File: config.mk
export PLATFORM = sky130hd
export DESIGN_NAME = glitch_sequencer
export DESIGN_NICKNAME = d
export VERILOG_FILES = /design/src/rtl/glitch_sequencer.sv
export SDC_FILE = /design/constraint.sdc
export NUM_CORES = 1
export LEC_CHECK = 0
export CORE_MARGIN = 2
export CORE_UTILIZATION = 30
export CTS_CLUSTER_SIZE = 16
export DETAILED_ROUTE_END_ITERATION = 8
export PLACE_DENSITY = 0.55
export SYNTH_ARGS = -nofsm -noshare
export SYNTH_HDL_FRONTEND = slang
export SYNTH_SLANG_ARGS = --single-unit
File: constraint.sdc
create_clock -name clk_in -period 8.9 [get_ports clk_in]
set_clock_uncertainty 0.05 [all_clocks]
set_input_delay 1.78 -clock clk_in [delete_from_list [all_inputs] [get_ports clk_in]]
set_output_delay 1.78 -clock clk_in [all_outputs]
set_load 0.05 [all_outputs]
File: src/rtl/glitch_sequencer.sv
// Glitch attempt scheduler: per attempt requests a target reset, waits a swept
// delay, fires a glitch pulse of programmable width, then cools down.
module glitch_sequencer #(
    parameter int unsigned DELAY_W    = 16,
    parameter int unsigned WIDTH_W    = 8,
    parameter int unsigned CNT_W      = 8,
    parameter int unsigned RESET_HOLD = 12,
    parameter int unsigned COOLDOWN   = 4
) (
    input  logic               clk_in,
    input  logic               rst,
    input  logic               start_i,
    input  logic               abort_i,
    input  logic [DELAY_W-1:0] delay_base_i,
    input  logic [DELAY_W-1:0] delay_step_i,
    input  logic [WIDTH_W-1:0] glitch_width_i,
    input  logic [CNT_W-1:0]   attempts_i,
    output logic               rst_req_o,
    output logic               glitch_o,
    output logic               busy_o,
    output logic               done_o,
    output logic               aborted_o,
    output logic [CNT_W-1:0]   attempt_o
);

    localparam int unsigned CFG_W = (DELAY_W > WIDTH_W) ? DELAY_W : WIDTH_W;
    localparam int unsigned FIX_W = $clog2(((RESET_HOLD > COOLDOWN) ? RESET_HOLD : COOLDOWN) + 1);
    localparam int unsigned TMR_W = (CFG_W > FIX_W) ? CFG_W : FIX_W;

    typedef enum logic [2:0] {
        S_IDLE,
        S_RESET,
        S_DELAY,
        S_GLITCH,
        S_COOLDOWN
    } state_t;

    state_t             state, state_nxt;
    logic [TMR_W-1:0]   cnt, cnt_nxt;
    logic [DELAY_W-1:0] cur_delay, cur_delay_nxt;
    logic [DELAY_W-1:0] step_q;
    logic [WIDTH_W-1:0] width_q;
    logic [CNT_W-1:0]   last_q;
    logic [CNT_W-1:0]   attempt_nxt;
    logic               latch_cfg;
    logic [DELAY_W:0]   delay_sum;
    logic [TMR_W-1:0]   glitch_last;
    logic               rst_req_nxt, glitch_nxt, busy_nxt, done_nxt, aborted_nxt;

    assign delay_sum   = {1'b0, cur_delay} + {1'b0, step_q};
    assign glitch_last = (width_q == '0) ? '0 : TMR_W'(width_q) - TMR_W'(1);

    always_comb begin
        state_nxt     = state;
        cnt_nxt       = cnt + TMR_W'(1);
        cur_delay_nxt = cur_delay;
        attempt_nxt   = attempt_o;
        latch_cfg     = 1'b0;
        case (state)
            S_IDLE: begin
                cnt_nxt = '0;
                if (start_i && !abort_i) begin
                    state_nxt     = S_RESET;
                    latch_cfg     = 1'b1;
                    cur_delay_nxt = delay_base_i;
                    attempt_nxt   = '0;
                end
            end
            S_RESET: begin
                if (cnt == TMR_W'(RESET_HOLD - 1)) begin
                    cnt_nxt   = '0;
                    state_nxt = (cur_delay == '0) ? S_GLITCH : S_DELAY;
                end
            end
            S_DELAY: begin
                if (cnt == TMR_W'(cur_delay) - TMR_W'(1)) begin
                    cnt_nxt   = '0;
                    state_nxt = S_GLITCH;
                end
            end
            S_GLITCH: begin
                if (cnt == glitch_last) begin
                    cnt_nxt   = '0;
                    state_nxt = S_COOLDOWN;
                end
            end
            S_COOLDOWN: begin
                if (cnt == TMR_W'(COOLDOWN - 1)) begin
                    cnt_nxt = '0;
                    if (attempt_o == last_q) begin
                        state_nxt = S_IDLE;
                    end else begin
                        state_nxt     = S_RESET;
                        attempt_nxt   = attempt_o + CNT_W'(1);
                        cur_delay_nxt = delay_sum[DELAY_W] ? '1 : delay_sum[DELAY_W-1:0];
                    end
                end
            end
            default: state_nxt = S_IDLE;
        endcase

        if (abort_i && state != S_IDLE) begin
            state_nxt     = S_IDLE;
            cnt_nxt       = '0;
            cur_delay_nxt = cur_delay;
            attempt_nxt   = attempt_o;
        end

        // Outputs are registered from the next state so they line up with the state they describe.
        rst_req_nxt = (state_nxt == S_RESET) && (state != S_RESET);
        glitch_nxt  = (state_nxt == S_GLITCH);
        busy_nxt    = (state_nxt != S_IDLE);
        done_nxt    = (state == S_COOLDOWN) && (state_nxt == S_IDLE) && !abort_i;
        aborted_nxt = abort_i && (state != S_IDLE);
    end

    always_ff @(posedge clk_in) begin
        if (rst) begin
            state     <= S_IDLE;
            cnt       <= '0;
            cur_delay <= '0;
            step_q    <= '0;
            width_q   <= '0;
            last_q    <= '0;
            attempt_o <= '0;
            rst_req_o <= 1'b0;
            glitch_o  <= 1'b0;
            busy_o    <= 1'b0;
            done_o    <= 1'b0;
            aborted_o <= 1'b0;
        end else begin
            state     <= state_nxt;
            cnt       <= cnt_nxt;
            cur_delay <= cur_delay_nxt;
            attempt_o <= attempt_nxt;
            rst_req_o <= rst_req_nxt;
            glitch_o  <= glitch_nxt;
            busy_o    <= busy_nxt;
            done_o    <= done_nxt;
            aborted_o <= aborted_nxt;
            if (latch_cfg) begin
                step_q  <= delay_step_i;
                width_q <= glitch_width_i;
                last_q  <= (attempts_i == '0) ? '0 : attempts_i - CNT_W'(1);
            end
        end
    end

endmodule

* After elaboration in Yosys (flattened, before gate mapping) *
Index checks and enable logic that the tools add are counted.
W data, S select, Z words.

word-level totals
  register bits = 80
  output and inout bits = 13

cells by class
  $add $sub $neg = 6
  equal/unequal tests = 15
  mux-type cells = 27
  bitwise logic cells = 1
  reduce and logical (&&, ||, !) cells = 16

operators by type and width
  operator                 count
  $mux W16                 9
  $pmux W16 S5             1
  $eq A16 B16 Y1           2
  $mux W8                  4
  $pmux W16 S2             1
  $mux W3                  6
  $add A16 B16 Y17         1
  $add A16 B1 Y16 const B  1
  $eq A16 B2 Y1 const B    1
  $eq A16 B4 Y1 const B    1
  $logic_not A16 Y1        1
  $logic_not A8 Y1         2
  $pmux W8 S2              1
  $sub A16 B1 Y16 const B  1
  $pmux W3 S5              1
  $eq A3 B2 Y1 const B     3
  $sub A8 B1 Y9 const B    1
  $add A8 B1 Y8 const B    1
  $eq A8 B8 Y1             1
  $sub A8 B1 Y8 const B    1
  $eq A3 B1 Y1 const B     2
  $logic_not A3 Y1         2
  $ne A2 B2 Y1 const B     3
  $reduce_bool A3 Y1       2
  9 further kinds          16

* Longest topological paths before layout *
  word-level depth = 9
  depth in mapped cells = 11
  mapped depth without buffers = 10

* Worst setup path before layout *
OpenSTA, ideal clock, no wires.

  path kind = input to register
  start point = input port attempts_i[0]
  end point = register last_q[2]
  setup time = 0.128 ns
  data arrival time = 3.162 ns
  path slack = 5.560 ns
  stages = 8
  cells stage by stage = inv_1 > ha_1 > nand2_1 > or3_1 > o31ai_1 > nor2_1 > a21oi_1 > nor2_1

on the way
  longest elaborated chain between the ends = 2
  elaborated cells between the ends (all ways) = 3

ends and longest elaborated chain
  element                                                   RTL line  source
  from (decl)                                               17        input logic [CNT_W-1:0] attempts_i,
  $sub A8 B1 Y8 / $logic_not A8 Y1 (equally long branches)  144       last_q <= (attempts_i == '0) ? '0 : attempts_i - CNT_W'(1);
  $mux W8 *                                                 144
  to (signal assigned)                                      144
  to (decl)                                                 43        logic [CNT_W-1:0] last_q;

Mark *: on every way between the ends. The rest lies on a longest branch, timed or not.
A chain may end at the register's enable or synchronous reset.

* Final worst setup path *
  start point = input port abort_i
  end point = register done_o

on the way
  longest elaborated chain between the ends = 8
  elaborated cells between the ends (all ways) = 9

ends and longest elaborated chain
  element                RTL line  source
  from (decl)            13        input logic abort_i,
  $logic_not A1 Y1       62, 113
  $logic_and A1 B1 Y1    62        if (start_i && !abort_i) begin
  $mux W3                62
  $pmux W3 S5            59        case (state)
  $mux W3                102       if (abort_i && state != S_IDLE) begin
  $logic_not A3 Y1       113       done_nxt = (state == S_COOLDOWN) && (state_nxt == S_IDLE) && !abort_i;
  $logic_and A1 B1 Y1    113
  $logic_and A1 B1 Y1 *  113
  to (signal assigned)   139       done_o <= done_nxt;
  to (decl)              21        output logic done_o,

Marked as above.

==> out/qor.yml <==
synthesis:
  ys_ff_latch: 80
  seq_area_frac_synth: 0.3103
  synth-async-reset-ratio: 0
  synth_edf_count: 0
  postSynthAreaPerCell_sq_um: 7.796
  ys.flop_type: "dfxtp_1"
  yosysUniqueCellTypes: 66
  synth_nets: 737
  syn_area_sq_um: 5161
  ys_warn_count: 0
  netlist_instances: 662
layout:
  multi_input_area_sq_um: 3302
  fillCellCount: 1749
  area_growth_syn_to_layout_pct: 20.51
  diodes: 0
  final_common_cell: "nand2_1"
  layout_common_cells: "nand2_1 (99), dfxtp_1 (80), clkdlybuf4s50_1 (63), a21oi_1 (61), nor2_1 (52)"
  nets: 779
  regArea_sq_um: 1602
  final_cell_area_sq_um: 6220
  layout-drive-gt1-share: 0.04802
clocking:
  h-tree-depth: 3
  clk_pin_slew_ns: 0.06
  cts_sinks: 80
  clockRootBuffer: "clkbuf_16"
  cts_tree: "done"
  clk_path_buf_depth: 2
  cts_inserted_buffers: 9
  clk_latency_ns: 0.34
  hold_buffers: 0
  cts-resized-gates: 0
  post_cts_buffers: 0
sta:
  relSlewSlack: 0.2506
  layout_min_cycle_time_ns: 4.186
  setup_tns_ns: 0
  period_share: 0.4703
  worst_pin_slew_ns: 1.124
  rsz0062_at_grt: "no"
  finalSetupViolations: 0
  fmax_ghz: 0.2389
  hold_viol_final: 0
  fin_ws_ns: 4.714
  maxSlewViolCount: 0
drt:
  drc: 0
  drt_wl_total_um: 14220
  vias_per_cell: 5.189
  drt_pass1_iterations: 4
  initialDrtViolationCount: 349
  vias: 4815
  routedWlPerCell_um: 15.33
  detail-route-antenna-nets: 0
power_and_ir_drop:
  pwr_density_cell_nw_per_um2: 152.2
  p_sw_uw: 270.1
  p_comb_frac: 0.194
  seq_power_share: 0.414
  intPower_uw: 676.7
  cellLeakagePower_nw: 2.277
  p_sw_frac: 0.2853
  finalPower_uw: 946.9
  power.share.clock: 0.392
  ir_worst_vdd_uv: 86.53
job:
  drv_cap: 0
placed_design:
  numPortBuffers: 64
  dp_hpwl_um: 10850
  dp_slack_ns: 4.336
  gp_congestion: 0.8830
  place_area_sq_um: 5923
die:
  dieHeight_um: 135.2
  die_area_sq_um: 18270
  core_sq_um: 16700
  die_x_um: 135.2
  io_pins: 65
  start_util: 0.3090
  fp-row-count: 47
grt:
  grt_pass1_wl_um: 23570
  gr-total-overflow: 0
  grt_usage: 0.1615
  grt_antenna_before_repair: 0
  grt_pass1_vias: 4505
  grt_max_degree: 51
worst_hold_path:
  hold_depth: 2
  min_path_type: "flip-flop to flip-flop"
setup_path:
  crit_path_start_kind: "input port"
  cp_max_fo: 33
  crit_required_ns: 9.08
  reg2reg_slack_ns: 5.23
  end_kind: "flip-flop"
  crit_type: "input port to flip-flop"
  rr_worst_depth: 8
  cp.arrival_ns: 4.37
status:
  status: "finished clean"
power by group through the flow:
| stage | Clock (mW) | Sequential [mW] | Combinational (mW) |
|---|---|---|---|
| floorplan | 0 | 0.394 | 0.128 |
| global placement | 0 | 0.400 | 0.179 |
| detailed placement | 0 | 0.400 | 0.183 |
| CTS | 0.379 | 0.392 | 0.184 |
| global route | 0.392 | 0.394 | 0.205 |
| finish | 0.371 | 0.392 | 0.184 |
metal layers:
metal | share of wire | routed length [um] | GRT usage
met5 | 0 | 0 | 0
met4 | 0.013 | 191 | 0.04919
met2 | 0.46 | 6537 | 0.2583
met1 | 0.49 | 7003 | 0.2245
met3 | 0.034 | 489 | 0.02469
final cells by class:
type,count,share of cell area
multi-input combinational,524,0.5309
sequential,80,0.2575
timing repair buffer,68,0.1070
tap,220,0.04426
clock buffer,10,0.03842
inverter,21,0.01267
clock inverter,5,0.009254
final timing paths:
kind / from / to
hold reg to reg: step_q[12]$_SDFFE_PP0P_ / step_q[12]$_SDFFE_PP0P_
setup reg to reg: cnt[0]$_SDFF_PP0_ / cur_delay[15]$_SDFFE_PP0P_
setup / recovery: abort_i / done_o$_SDFF_PP0_
hold / removal: step_q[12]$_SDFFE_PP0P_ / step_q[12]$_SDFFE_PP0P_
flip-flops by register name, summed over array words and instances, names as in the netlist:
name and cells:
cnt 16, cur_delay 16, step_q 16, attempt_o 8, last_q 8, width_q 8, state 3, aborted_o 1
busy_o 1, done_o 1, glitch_o 1, rst_req_o 1
stage by stage:
step	std cells	hold WS, ns	util
global route	928	0.4460	0.3724
CTS	928	0.4163	0.3724
floorplan	662	0.3900	-
detailed placement	913	0.4082	0.3547
global placement	913	0.4025	0.3547
finish	928	0.4109	0.3724
Yosys cell counts, types with 4 or more instances:
master	count	share of area
nand2_1	99	0.072
dfxtp_1	80	0.31
a21oi_1	61	0.059
nor2_1	52	0.038
xnor2_1	39	0.066
nor3_1	32	0.031
xor2_1	32	0.054
clkbuf_1	30	0.022
ha_1	22	0.053
a211oi_1	21	0.031
inv_1	21	0.015
o21ai_0	19	0.018
nand3_1	15	0.015
o221ai_1	14	0.024
nand4_1	10	0.012
or3_1	10	0.012
nor4_1	8	0.0097
nand2b_1	5	0.0061
nor2b_1	5	0.0061
o211ai_1	5	0.0073
o21a_1	4	0.0058
o21bai_1	4	0.0058
o31ai_1	4	0.0058
or4_1	4	0.0058
cell families (layout without fill, tap and decap cells):
family | after synthesis | in the layout | synth area share
and+or+nand+nor | 264 | 264 | 0.2461
AOI/OAI and AO/OA | 162 | 162 | 0.2070
DFF | 80 | 80 | 0.3103
xor gates and xnor gates | 71 | 71 | 0.1205
buffers and inverters | 58 | 104 | 0.05091
adders and majority gates | 23 | 23 | 0.05721
muxes | 4 | 4 | 0.008000
worst max-delay path: stages:
cell             delay [ns]
clkdlybuf4s50_1        0.52
nor3_1                 0.40
nand2_1                0.77
o21ai_0                0.28
a21oi_1                0.08
and2_1                 0.16
a31o_2                 0.24
and3_1                 0.14
No activity file was read; power rests on OpenSTA's default activity.
